===== config.mk =====
export PLATFORM = sky130hd
export DESIGN_NAME = round_sequencer_flat
export DESIGN_NICKNAME = d
export VERILOG_FILES = /design/src/rtl/round_sequencer_if.sv /design/src/rtl/round_sequencer.sv /design/src/flat_wrapper.sv
export SDC_FILE = /design/constraint.sdc
export NUM_CORES = 1
export LEC_CHECK = 0
export BUFFER_PORTS_ARGS = -buffer_cell sky130_fd_sc_hd__buf_2
export CORE_MARGIN = 4
export CORE_UTILIZATION = 35
export CTS_CLUSTER_DIAMETER = 120
export CTS_CLUSTER_SIZE = 16
export DETAILED_ROUTE_END_ITERATION = 16
export SKIP_LAST_GASP = 1
export SYNTH_ARGS = -nofsm -noshare
export SYNTH_HDL_FRONTEND = slang
export SYNTH_SLANG_ARGS = --single-unit

===== constraint.sdc =====
create_clock -name clk -period 3.4 [get_ports clk]
set_clock_uncertainty 0.2 [all_clocks]
set_input_delay 0.34 -clock clk [delete_from_list [all_inputs] [get_ports clk]]
set_output_delay 0.34 -clock clk [all_outputs]
set_load 0.01 [all_outputs]

===== src/rtl/round_sequencer_if.sv =====
// Handshake bundle between the round sequencer and the puzzle handler.
// The master side drives handler control; the slave side answers.
interface round_sequencer_if;
  logic       hs_rst_n;
  logic       hs_start;
  logic       hs_change;
  logic [1:0] hs_mode;
  logic [3:0] hs_addr;
  logic       hs_en;
  logic       hs_correct;

  modport master (
    output hs_rst_n, hs_start, hs_change, hs_mode, hs_addr,
    input  hs_en, hs_correct
  );

  modport slave (
    input  hs_rst_n, hs_start, hs_change, hs_mode, hs_addr,
    output hs_en, hs_correct
  );
endinterface


===== src/rtl/round_sequencer.sv =====
// Game-round controller: sequences handler load/scramble/play, counts moves
// and seconds, keeps score and level, and watches the handler handshake.
module round_sequencer #(
  parameter int         TICK_DIV   = 50_000_000,
  parameter int         MOVE_LIMIT = 15,
  parameter int         ROUND_SECS = 60,
  parameter logic [7:0] LFSR_SEED  = 8'hA5,
  parameter int         HS_TIMEOUT = 255
) (
  input  logic              clk,
  input  logic              rst,
  input  logic              i_btn_start,
  input  logic              i_btn_swap,
  input  logic [1:0]        i_mode_sel,
  round_sequencer_if.master hs,
  output logic [4:0]        o_moves,
  output logic [6:0]        o_secs_left,
  output logic [7:0]        o_score,
  output logic [1:0]        o_status,
  output logic              o_hs_fault
);

  localparam int            TW        = $clog2(TICK_DIV);
  localparam logic [TW-1:0] TICK_LAST = TW'(TICK_DIV - 1);
  localparam logic [4:0]    MOVES_MAX = 5'(MOVE_LIMIT);
  localparam logic [6:0]    SECS_INIT = 7'(ROUND_SECS);
  localparam logic [7:0]    WD_LAST   = 8'(HS_TIMEOUT - 1);

  typedef enum logic [3:0] {
    S_IDLE,
    S_LOAD,
    S_SHOW,
    S_SCRAMBLE,
    S_PLAY,
    S_SWAP,
    S_CHECK,
    S_WIN,
    S_LOSE
  } state_t;

  state_t        r_state;
  logic [7:0]    r_lfsr;
  logic          r_start_prev;
  logic          r_swap_prev;
  logic          r_start_edge;
  logic          r_swap_edge;
  logic [1:0]    r_level;
  logic [7:0]    r_wd;
  logic [1:0]    r_win;
  logic [TW-1:0] r_tick;
  logic [4:0]    r_moves;
  logic [6:0]    r_secs_left;
  logic [7:0]    r_score;
  logic [1:0]    r_status;
  logic          r_hs_fault;
  logic          r_hs_rst_n;
  logic          r_hs_start;
  logic          r_hs_change;
  logic [1:0]    r_hs_mode;
  logic [3:0]    r_hs_addr;

  logic          w_lfsr_fb;
  logic          w_tick_run;
  logic          w_wd_expired;
  logic [1:0]    w_mode_start;
  logic [1:0]    w_level_up;
  logic [8:0]    w_score_sum;
  logic [7:0]    w_score_next;

  assign w_lfsr_fb    = r_lfsr[7] ^ r_lfsr[5] ^ r_lfsr[4] ^ r_lfsr[3];
  assign w_tick_run   = (r_state == S_PLAY) || (r_state == S_SWAP) || (r_state == S_CHECK);
  assign w_wd_expired = (r_wd == WD_LAST);
  assign w_mode_start = (i_mode_sel == 2'd3) ? 2'd2 : i_mode_sel;
  assign w_level_up   = (r_level >= 2'd2) ? 2'd2 : r_level + 2'd1;
  assign w_score_sum  = {1'b0, r_score} + 9'd1 + {7'd0, r_level};
  assign w_score_next = w_score_sum[8] ? 8'hFF : w_score_sum[7:0];

  assign hs.hs_rst_n  = r_hs_rst_n;
  assign hs.hs_start  = r_hs_start;
  assign hs.hs_change = r_hs_change;
  assign hs.hs_mode   = r_hs_mode;
  assign hs.hs_addr   = r_hs_addr;
  assign o_moves      = r_moves;
  assign o_secs_left  = r_secs_left;
  assign o_score      = r_score;
  assign o_status     = r_status;
  assign o_hs_fault   = r_hs_fault;

  always_ff @(posedge clk) begin
    if (!rst) begin
      r_state      <= S_IDLE;
      r_lfsr       <= LFSR_SEED;
      r_start_prev <= 1'b0;
      r_swap_prev  <= 1'b0;
      r_start_edge <= 1'b0;
      r_swap_edge  <= 1'b0;
      r_level      <= 2'd0;
      r_wd         <= 8'd0;
      r_win        <= 2'd0;
      r_tick       <= '0;
      r_moves      <= 5'd0;
      r_secs_left  <= SECS_INIT;
      r_score      <= 8'd0;
      r_status     <= 2'd0;
      r_hs_fault   <= 1'b0;
      r_hs_rst_n   <= 1'b0;
      r_hs_start   <= 1'b0;
      r_hs_change  <= 1'b0;
      r_hs_mode    <= 2'd0;
      r_hs_addr    <= 4'd0;
    end else begin
      r_lfsr       <= {r_lfsr[6:0], w_lfsr_fb};
      r_start_prev <= i_btn_start;
      r_swap_prev  <= i_btn_swap;
      r_start_edge <= i_btn_start & ~r_start_prev;
      r_swap_edge  <= i_btn_swap & ~r_swap_prev;
      r_hs_rst_n   <= 1'b1;
      r_hs_start   <= 1'b0;
      r_hs_change  <= 1'b0;

      // Seconds keep running while a swap is in flight; expiry is judged only in PLAY.
      if (w_tick_run) begin
        if (r_tick == TICK_LAST) begin
          r_tick <= '0;
          if (r_secs_left != 7'd0) r_secs_left <= r_secs_left - 7'd1;
        end else begin
          r_tick <= r_tick + TW'(1);
        end
      end

      case (r_state)
        S_IDLE: begin
          if (r_start_edge) begin
            r_level    <= w_mode_start;
            r_score    <= 8'd0;
            r_hs_mode  <= w_mode_start;
            r_hs_addr  <= r_lfsr[3:0];
            r_hs_start <= 1'b1;
            r_wd       <= 8'd0;
            r_status   <= 2'd1;
            r_state    <= S_LOAD;
          end
        end
        S_LOAD: begin
          if (hs.hs_en) begin
            r_state <= S_SHOW;
          end else if (w_wd_expired) begin
            r_hs_fault <= 1'b1;
            r_status   <= 2'd3;
            r_state    <= S_LOSE;
          end else begin
            r_wd <= r_wd + 8'd1;
          end
        end
        S_SHOW: begin
          if (r_start_edge) begin
            r_hs_start <= 1'b1;
            r_wd       <= 8'd0;
            r_state    <= S_SCRAMBLE;
          end
        end
        S_SCRAMBLE: begin
          if (hs.hs_en) begin
            r_moves     <= 5'd0;
            r_secs_left <= SECS_INIT;
            r_tick      <= '0;
            r_state     <= S_PLAY;
          end else if (w_wd_expired) begin
            r_hs_fault <= 1'b1;
            r_status   <= 2'd3;
            r_state    <= S_LOSE;
          end else begin
            r_wd <= r_wd + 8'd1;
          end
        end
        S_PLAY: begin
          if (r_secs_left == 7'd0) begin
            r_status <= 2'd3;
            r_state  <= S_LOSE;
          end else if (r_swap_edge && (r_moves != MOVES_MAX)) begin
            r_hs_change <= 1'b1;
            r_moves     <= r_moves + 5'd1;
            r_wd        <= 8'd0;
            r_state     <= S_SWAP;
          end
        end
        S_SWAP: begin
          if (hs.hs_en) begin
            r_win   <= 2'd0;
            r_state <= S_CHECK;
          end else if (w_wd_expired) begin
            r_hs_fault <= 1'b1;
            r_status   <= 2'd3;
            r_state    <= S_LOSE;
          end else begin
            r_wd <= r_wd + 8'd1;
          end
        end
        S_CHECK: begin
          // Entry cycle is skipped so a stale isCorrect from the previous swap is ignored.
          if ((r_win != 2'd0) && hs.hs_correct) begin
            r_score  <= w_score_next;
            r_level  <= w_level_up;
            r_status <= 2'd2;
            r_state  <= S_WIN;
          end else if (r_win == 2'd3) begin
            if (r_moves == MOVES_MAX) begin
              r_status <= 2'd3;
              r_state  <= S_LOSE;
            end else begin
              r_state <= S_PLAY;
            end
          end else begin
            r_win <= r_win + 2'd1;
          end
        end
        S_WIN: begin
          if (r_start_edge) begin
            r_hs_mode  <= r_level;
            r_hs_addr  <= r_lfsr[3:0];
            r_hs_start <= 1'b1;
            r_wd       <= 8'd0;
            r_status   <= 2'd1;
            r_state    <= S_LOAD;
          end
        end
        S_LOSE: begin
          if (r_start_edge) begin
            r_hs_rst_n <= 1'b0;
            r_status   <= 2'd0;
            r_state    <= S_IDLE;
          end
        end
        default: begin
          r_status <= 2'd0;
          r_state  <= S_IDLE;
        end
      endcase
    end
  end

endmodule


===== src/flat_wrapper.sv =====
// flat-port wrapper written by rule: the top's interface ports become plain ports
module round_sequencer_flat 
#(
  parameter int         TICK_DIV   = 50_000_000,
  parameter int         MOVE_LIMIT = 15,
  parameter int         ROUND_SECS = 60,
  parameter logic [7:0] LFSR_SEED  = 8'hA5,
  parameter int         HS_TIMEOUT = 255
)
  (clk, rst, i_btn_start, i_btn_swap, i_mode_sel, o_moves, o_secs_left, o_score, o_status, o_hs_fault, hs_hs_rst_n, hs_hs_start, hs_hs_change, hs_hs_mode, hs_hs_addr, hs_hs_en, hs_hs_correct);
  round_sequencer_if hs_i ();
  input  logic clk;
  input  logic rst;
  input  logic i_btn_start;
  input  logic i_btn_swap;
  input  logic [1:0] i_mode_sel;
  output logic [4:0] o_moves;
  output logic [6:0] o_secs_left;
  output logic [7:0] o_score;
  output logic [1:0] o_status;
  output logic o_hs_fault;
  output wire logic [$bits(hs_i.hs_rst_n)-1:0] hs_hs_rst_n;
  output wire logic [$bits(hs_i.hs_start)-1:0] hs_hs_start;
  output wire logic [$bits(hs_i.hs_change)-1:0] hs_hs_change;
  output wire logic [$bits(hs_i.hs_mode)-1:0] hs_hs_mode;
  output wire logic [$bits(hs_i.hs_addr)-1:0] hs_hs_addr;
  input wire logic [$bits(hs_i.hs_en)-1:0] hs_hs_en;
  input wire logic [$bits(hs_i.hs_correct)-1:0] hs_hs_correct;
  assign hs_hs_rst_n = hs_i.hs_rst_n;
  assign hs_hs_start = hs_i.hs_start;
  assign hs_hs_change = hs_i.hs_change;
  assign hs_hs_mode = hs_i.hs_mode;
  assign hs_hs_addr = hs_i.hs_addr;
  assign hs_i.hs_en = hs_hs_en;
  assign hs_i.hs_correct = hs_hs_correct;
  round_sequencer #(.TICK_DIV(TICK_DIV), .MOVE_LIMIT(MOVE_LIMIT), .ROUND_SECS(ROUND_SECS), .LFSR_SEED(LFSR_SEED), .HS_TIMEOUT(HS_TIMEOUT)) u_core (.clk(clk), .rst(rst), .i_btn_start(i_btn_start), .i_btn_swap(i_btn_swap), .i_mode_sel(i_mode_sel), .hs(hs_i), .o_moves(o_moves), .o_secs_left(o_secs_left), .o_score(o_score), .o_status(o_status), .o_hs_fault(o_hs_fault));
endmodule

; Word level (Yosys, flattened, before mapping)
; Cells that the tools add are included.
[word_totals]
output_inout_bits = 32
regBits = 86
wordCells = 160
in_bits = 8
[classes]
order_cmp = 1
n_mux = 59
n_reduce_logical = 27
n_bitwise = 11
add_sub_neg = 8
eq_ne = 34
[op_table]
columns = cell, n
row1 = 26-bit two-way mux, 4
row2 = 8-bit two-way mux, 7
row3 = 4-bit two-way mux, 12
row4 = 7-bit two-way mux, 5
row5 = 2-bit two-way mux, 16
row6 = 4-bit case mux with 8 select lines, 1
row7 = "26-bit by 1-bit adder with 26-bit output, second input constant", 1
row8 = "26-bit == test, second input constant", 1
row9 = 8-bit case mux with 3 select lines, 1
row10 = "2-bit inequality test, second input constant", 10
row11 = "4-bit by 3-bit == test with 1-bit output, second input constant", 4
row12 = 8-bit case mux with 2 select lines, 1
row13 = 5-bit two-way mux, 3
row14 = "2-bit by 1-bit inequality test with 1-bit output, second input constant", 7
row15 = 2-bit case mux with 2 select lines, 3
row16 = 2-bit case mux with 6 select lines, 1
row17 = 5-bit case mux with 2 select lines, 1
row18 = 2-bit nonzero test, 5
row19 = "8-bit by 1-bit adder with 9-bit output, second input constant", 1
row20 = 9-bit by 2-bit adder with 9-bit output, 1
row21 = "3-bit inequality test, second input constant", 3
row22 = 3-bit AND reduction, 3
row23 = 3-bit OR reduction, 3
row24 = "8-bit by 1-bit adder with 8-bit output, second input constant", 1
row25 = other kinds (27), 45

; Longest topological paths before layout
[logic_depth]
depth_word = 6
ltp_mapped = 8
mapped_depth_nobuf = 8

; Worst setup path after synthesis
; Ideal clock, no wire load.
[synth_path]
path_kind = flip-flop to flip-flop
startpoint = reg u_core.r_moves[0] (netlist: u_core.o_moves[0])
endpoint = reg u_core.r_wd[2]
slack_ns = 0.817
setup_ns = 0.074
required_time_ns = 3.126
path_stages_with_launch = 9
arrival_time_ns = 2.308
synth_period_minus_slack_ns = 2.583
path_cell_list = dfxtp_1 > ha_1 > and3_1 > ha_1 > or3b_1 > a221oi_2 > nand4_1 > or2_2 > o21ai_0
[synth_between]
elab_chain_cells = 4
[synth_rtl]
columns = item, line_no
row1 = start: declaration, round_sequencer.sv:51  ; logic [4:0] r_moves;
row2 = start signal: assignment, round_sequencer.sv:182  ; r_moves <= r_moves + 5'd1;
row3 = 5-bit by 4-bit inequality test with 1-bit output, round_sequencer.sv:180  ; end else if (r_swap_edge && (r_moves != MOVES_MAX)) begin
row4 = 1-bit logical AND, round_sequencer.sv:180
row5 = 2-bit inequality test (no source line), --
row6 = 6-bit AND reduction (no source line), --
row7 = end signal: assignment, round_sequencer.sv:152  ; r_wd <= r_wd + 8'd1;
row8 = end signal: assignment, round_sequencer.sv:173  ; r_wd <= r_wd + 8'd1;
row9 = end signal: assignment, round_sequencer.sv:196  ; r_wd <= r_wd + 8'd1;
row10 = end: declaration, round_sequencer.sv:48  ; logic [7:0] r_wd;
; No other way between the ends.
; A chain may end at the register's enable or synchronous reset.

; Final worst setup path
; Ends and elaborated chain as after synthesis.

==> insert_results.sql <==
INSERT INTO impl_metrics (metric_group, metric, value, unit) VALUES
('status', 'status', 'completed', ''),
('synthesis', 'syn_inst', '524', ''),
('power', 'total_power_density_per_cell_area', '486', 'nW/um^2'),
('critical_path', 'critical_path.cell_chain', 'ha_1, and3_1, ha_1, or3b_1, a221oi_2, nand4_1, or2_2, o21ai_0', ''),
('grt', 'groute.usage.overall', '0.148', ''),
('grt', 'via_count_of_the_first_global_routing_pass', '3566', ''),
('synthesis', 'yosysTopAreaCell', 'sky130_fd_sc_hd__dfxtp_1', ''),
('grt', 'm3_gr_usage', '0.0401', ''),
('detailed_routing', 'drt_iter0_drc', '228', ''),
('critical_path', 'worst-endpoint-required', '3480', 'ps'),
('sta', 'worst_slew_pin_slew', '867', 'ps'),
('synthesis', 'ys_async_sr_fraction', '0', ''),
('floorplan', 'ioPinCount', '40', ''),
('critical_path', 'cp.buffers_inverters', '0', ''),
('worst_hold_path', 'hp-class', 'input port to register', ''),
('sta', 'finalSetupViolCount', '0', ''),
('detailed_routing', 'drt_drc_violations_left', '0', ''),
('final_layout', 'ratio_of_cells_with_drive_above_1_in_the_final_layout', '0.130', ''),
('power', 'part_of_the_power_in_combinational_logic', '0.134', ''),
('critical_path', 'worst_setup_start_kind', 'register', ''),
('final_layout', 'final-seq-area', '1720', 'um^2'),
('sta', 'hold_slack', '16.2', 'ps'),
('place', 'place_hpwl', '7.54', 'mm'),
('final_layout', 'antenna_diode_count', '0', ''),
('grt', 'grt_max_degree', '30', ''),
('critical_path', 'worstPathArrival', '2850', 'ps'),
('clock_tree', 'postCtsSetupBuffers', '0', ''),
('power', 'irDropWorstVdd', '231', 'uV'),
('critical_path', 'critical_path.top_delay_family', 'simple AND/OR/NAND/NOR gates', ''),
('run', 'maxCapViolCount', '0', ''),
('detailed_routing', 'wl_per_cell', '14.4', 'um'),
('final_layout', 'multi_input_comb_area', '2450', 'um^2'),
('floorplan', 'area_of_the_die', '14300', 'um^2'),
('critical_path', 'type_of_the_worst_setup_path', 'register to register', ''),
('synthesis', 'synth.mux.area_fraction', '0.0253', ''),
('synthesis', 'synth_fa_ha_area_frac', '0.0362', ''),
('clock_tree', 'htree_levels', '3', ''),
('power', 'switchingPower', '0.678', 'mW'),
('synthesis', 'seq_area_frac_synth', '0.395', ''),
('critical_path', 'worstReg2RegStart', 'u_core.o_moves[0]$_SDFFE_PN0P_', ''),
('clock_tree', 'clkSlewWorstSetupHoldPaths', '70', 'ps'),
('power', 'power.share.switching', '0.279', ''),
('clock_tree', 'cts.sinks', '86', ''),
('floorplan', 'fp-row-count', '40', ''),
('synthesis', 'ys_seq_elements', '86', ''),
('sta', 'finalWorstPathRequiredPeriod', '2770', 'ps'),
('place', 'place.port_buffers', '39', ''),
('sta', 'max_slew_margin', '0.422', ''),
('clock_tree', 'post_cts_resized', '0', ''),
('grt', 'grt_remaining_overflow', '0', ''),
('sta', 'final_min_period_over_clock_period', '0.814', ''),
('critical_path', 'critical_path_startpoint', 'u_core.o_moves[0]$_SDFFE_PN0P_', ''),
('sta', 'grt_setup_unrepaired', 'no', ''),
('synthesis', 'number_of_distinct_standard_cells_referenced_by_the_synthesized_netlist', '67', ''),
('power', 'intPower', '1.76', 'mW'),
('final_layout', 'most_common_cell_after_layout_fill_and_taps_aside', 'sky130_fd_sc_hd__dfxtp_1', ''),
('final_layout', 'mostFrequentLayoutCells', 'sky130_fd_sc_hd__dfxtp_1 (86), sky130_fd_sc_hd__nor2_1 (69), sky130_fd_sc_hd__nand2_1 (42)', ''),
('power', 'clock_power_share', '0.417', ''),
('clock_tree', 'clock_path_buffers', '2', ''),
('synthesis', 'yosys-top-cells-area', 'sky130_fd_sc_hd__dfxtp_1 (40%), sky130_fd_sc_hd__nor2_1 (5.9%), sky130_fd_sc_hd__nand2_1 (3.6%)', ''),
('detailed_routing', 'final_antenna_net_count', '0', ''),
('final_layout', 'syn_to_final_growth', '14.9', '%'),
('worst_hold_path', 'hold_path_startpoint', 'i_btn_start', ''),
('synthesis', 'synth_enable_flop_cells', '0', ''),
('synthesis', 'synth-xor-area-share', '0.0563', ''),
('synthesis', 'yosys.area.top_type_share', '0.395', ''),
('detailed_routing', 'routed-via-count', '3852', ''),
('synthesis', 'dominant_combinational_cell_family_by_area_after_synthesis', 'simple AND/OR/NAND/NOR gates', ''),
('clock_tree', 'tritoncts', 'built', ''),
('grt', 'grt_most_used_layer', 'met2', ''),
('synthesis', 'synth-warning-count', '0', '');
[metrics by stage]
step,cell area (um^2),cells,setup WS [ps],power [mW]
3_3_place_gp,4700,712,690,1.43
5_1_grt,5000,728,462,2.55
4_1_cts,5000,728,634,2.46
2_1_floorplan,4350,524,817,1.35
6_report,5000,728,632,2.43
3_5_place_dp,4700,712,641,1.44
[registers in the layout, indices dropped and copies added (netlist names)]
register             cells
u_core.r_level           2
u_core.r_lfsr            8
u_core.o_secs_left       7
u_core.hs.hs_mode        2
u_core.hs.hs_addr        4
u_core.r_state           4
u_core.r_tick           26
u_core.o_moves           5
u_core.r_swap_prev       1
u_core.o_score           8
u_core.o_status          2
u_core.hs.hs_start       1
u_core.hs.hs_rst_n       1
u_core.hs.hs_change      1
u_core.r_win             2
u_core.r_wd              8
u_core.o_hs_fault        1
u_core.r_start_edge      1
u_core.r_start_prev      1
u_core.r_swap_edge       1
[synth_stat cells, types with 11 or more instances]
cell                       instances
sky130_fd_sc_hd__dfxtp_1          86
sky130_fd_sc_hd__nor2_1           69
sky130_fd_sc_hd__nand2_1          42
sky130_fd_sc_hd__o21ai_0          29
sky130_fd_sc_hd__a21oi_1          23
sky130_fd_sc_hd__clkbuf_1         18
sky130_fd_sc_hd__inv_1            18
sky130_fd_sc_hd__nand3_1          18
sky130_fd_sc_hd__nand4_1          18
sky130_fd_sc_hd__xor2_1           16
sky130_fd_sc_hd__and3_1           14
sky130_fd_sc_hd__and2_1           13
sky130_fd_sc_hd__nor2b_1          12
sky130_fd_sc_hd__xnor2_1          12
sky130_fd_sc_hd__ha_1             11
sky130_fd_sc_hd__mux2i_1          11
sky130_fd_sc_hd__nor4_1           11
[logic make-up after synthesis]
family / count (synthesis)
AOI/OAI and AO/OA: 95
xor gates and xnor gates: 28
adders and majority gates: 12
buffers and inverters: 44
DFF: 86
muxes: 11
and+or+nand+nor: 248
[routing by layer]
layer  wire length, um  share of wire
met5                 0              0
met2              4660           0.44
met1              5150           0.49
met3               505          0.048
met4               186          0.018
[power by group through the flow]
stage          clock (mW)  sequential (mW)  combinational (mW)
6_report             1.02             1.09               0.325
5_1_grt              1.08             1.10               0.366
4_1_cts              1.04             1.09               0.325
3_5_place_dp            0             1.11               0.322
3_3_place_gp            0             1.11               0.315
2_1_floorplan           0             1.10               0.251
[path summary, 6_finish.rpt]
kind | to | slack (ps) | depth (start not counted)
max | u_core.r_wd[2]$_SDFFE_PN0P_ | 630 | 8
min | u_core.r_start_prev$_SDFF_PN0_ | 20 | 2
max reg2reg | u_core.r_wd[2]$_SDFFE_PN0P_ | 630 | 8
min reg2reg | u_core.r_swap_edge$_SDFF_PN0_ | 180 | 1
[worst reg2reg max path, delay by kind of cell, from the launching register on]
family                   cells  cell delay [ps]
flip-flops                   1              350
AO/OA/AOI/OAI                2              490
AND/OR/NAND/NOR              4             1220
adder cells (fa/ha/maj)      2              450
[cell type report]
class | instances | share of cell area
Clock buffer | 9 | 0.0450
Clock inverter | 7 | 0.0160
Inverter | 18 | 0.0135
Multi-Input combinational cell | 394 | 0.490
Sequential cell | 86 | 0.344
Tap cell | 168 | 0.0420
Timing Repair Buffer | 46 | 0.0495
Note: power is estimated with default switching activity, not from simulation.
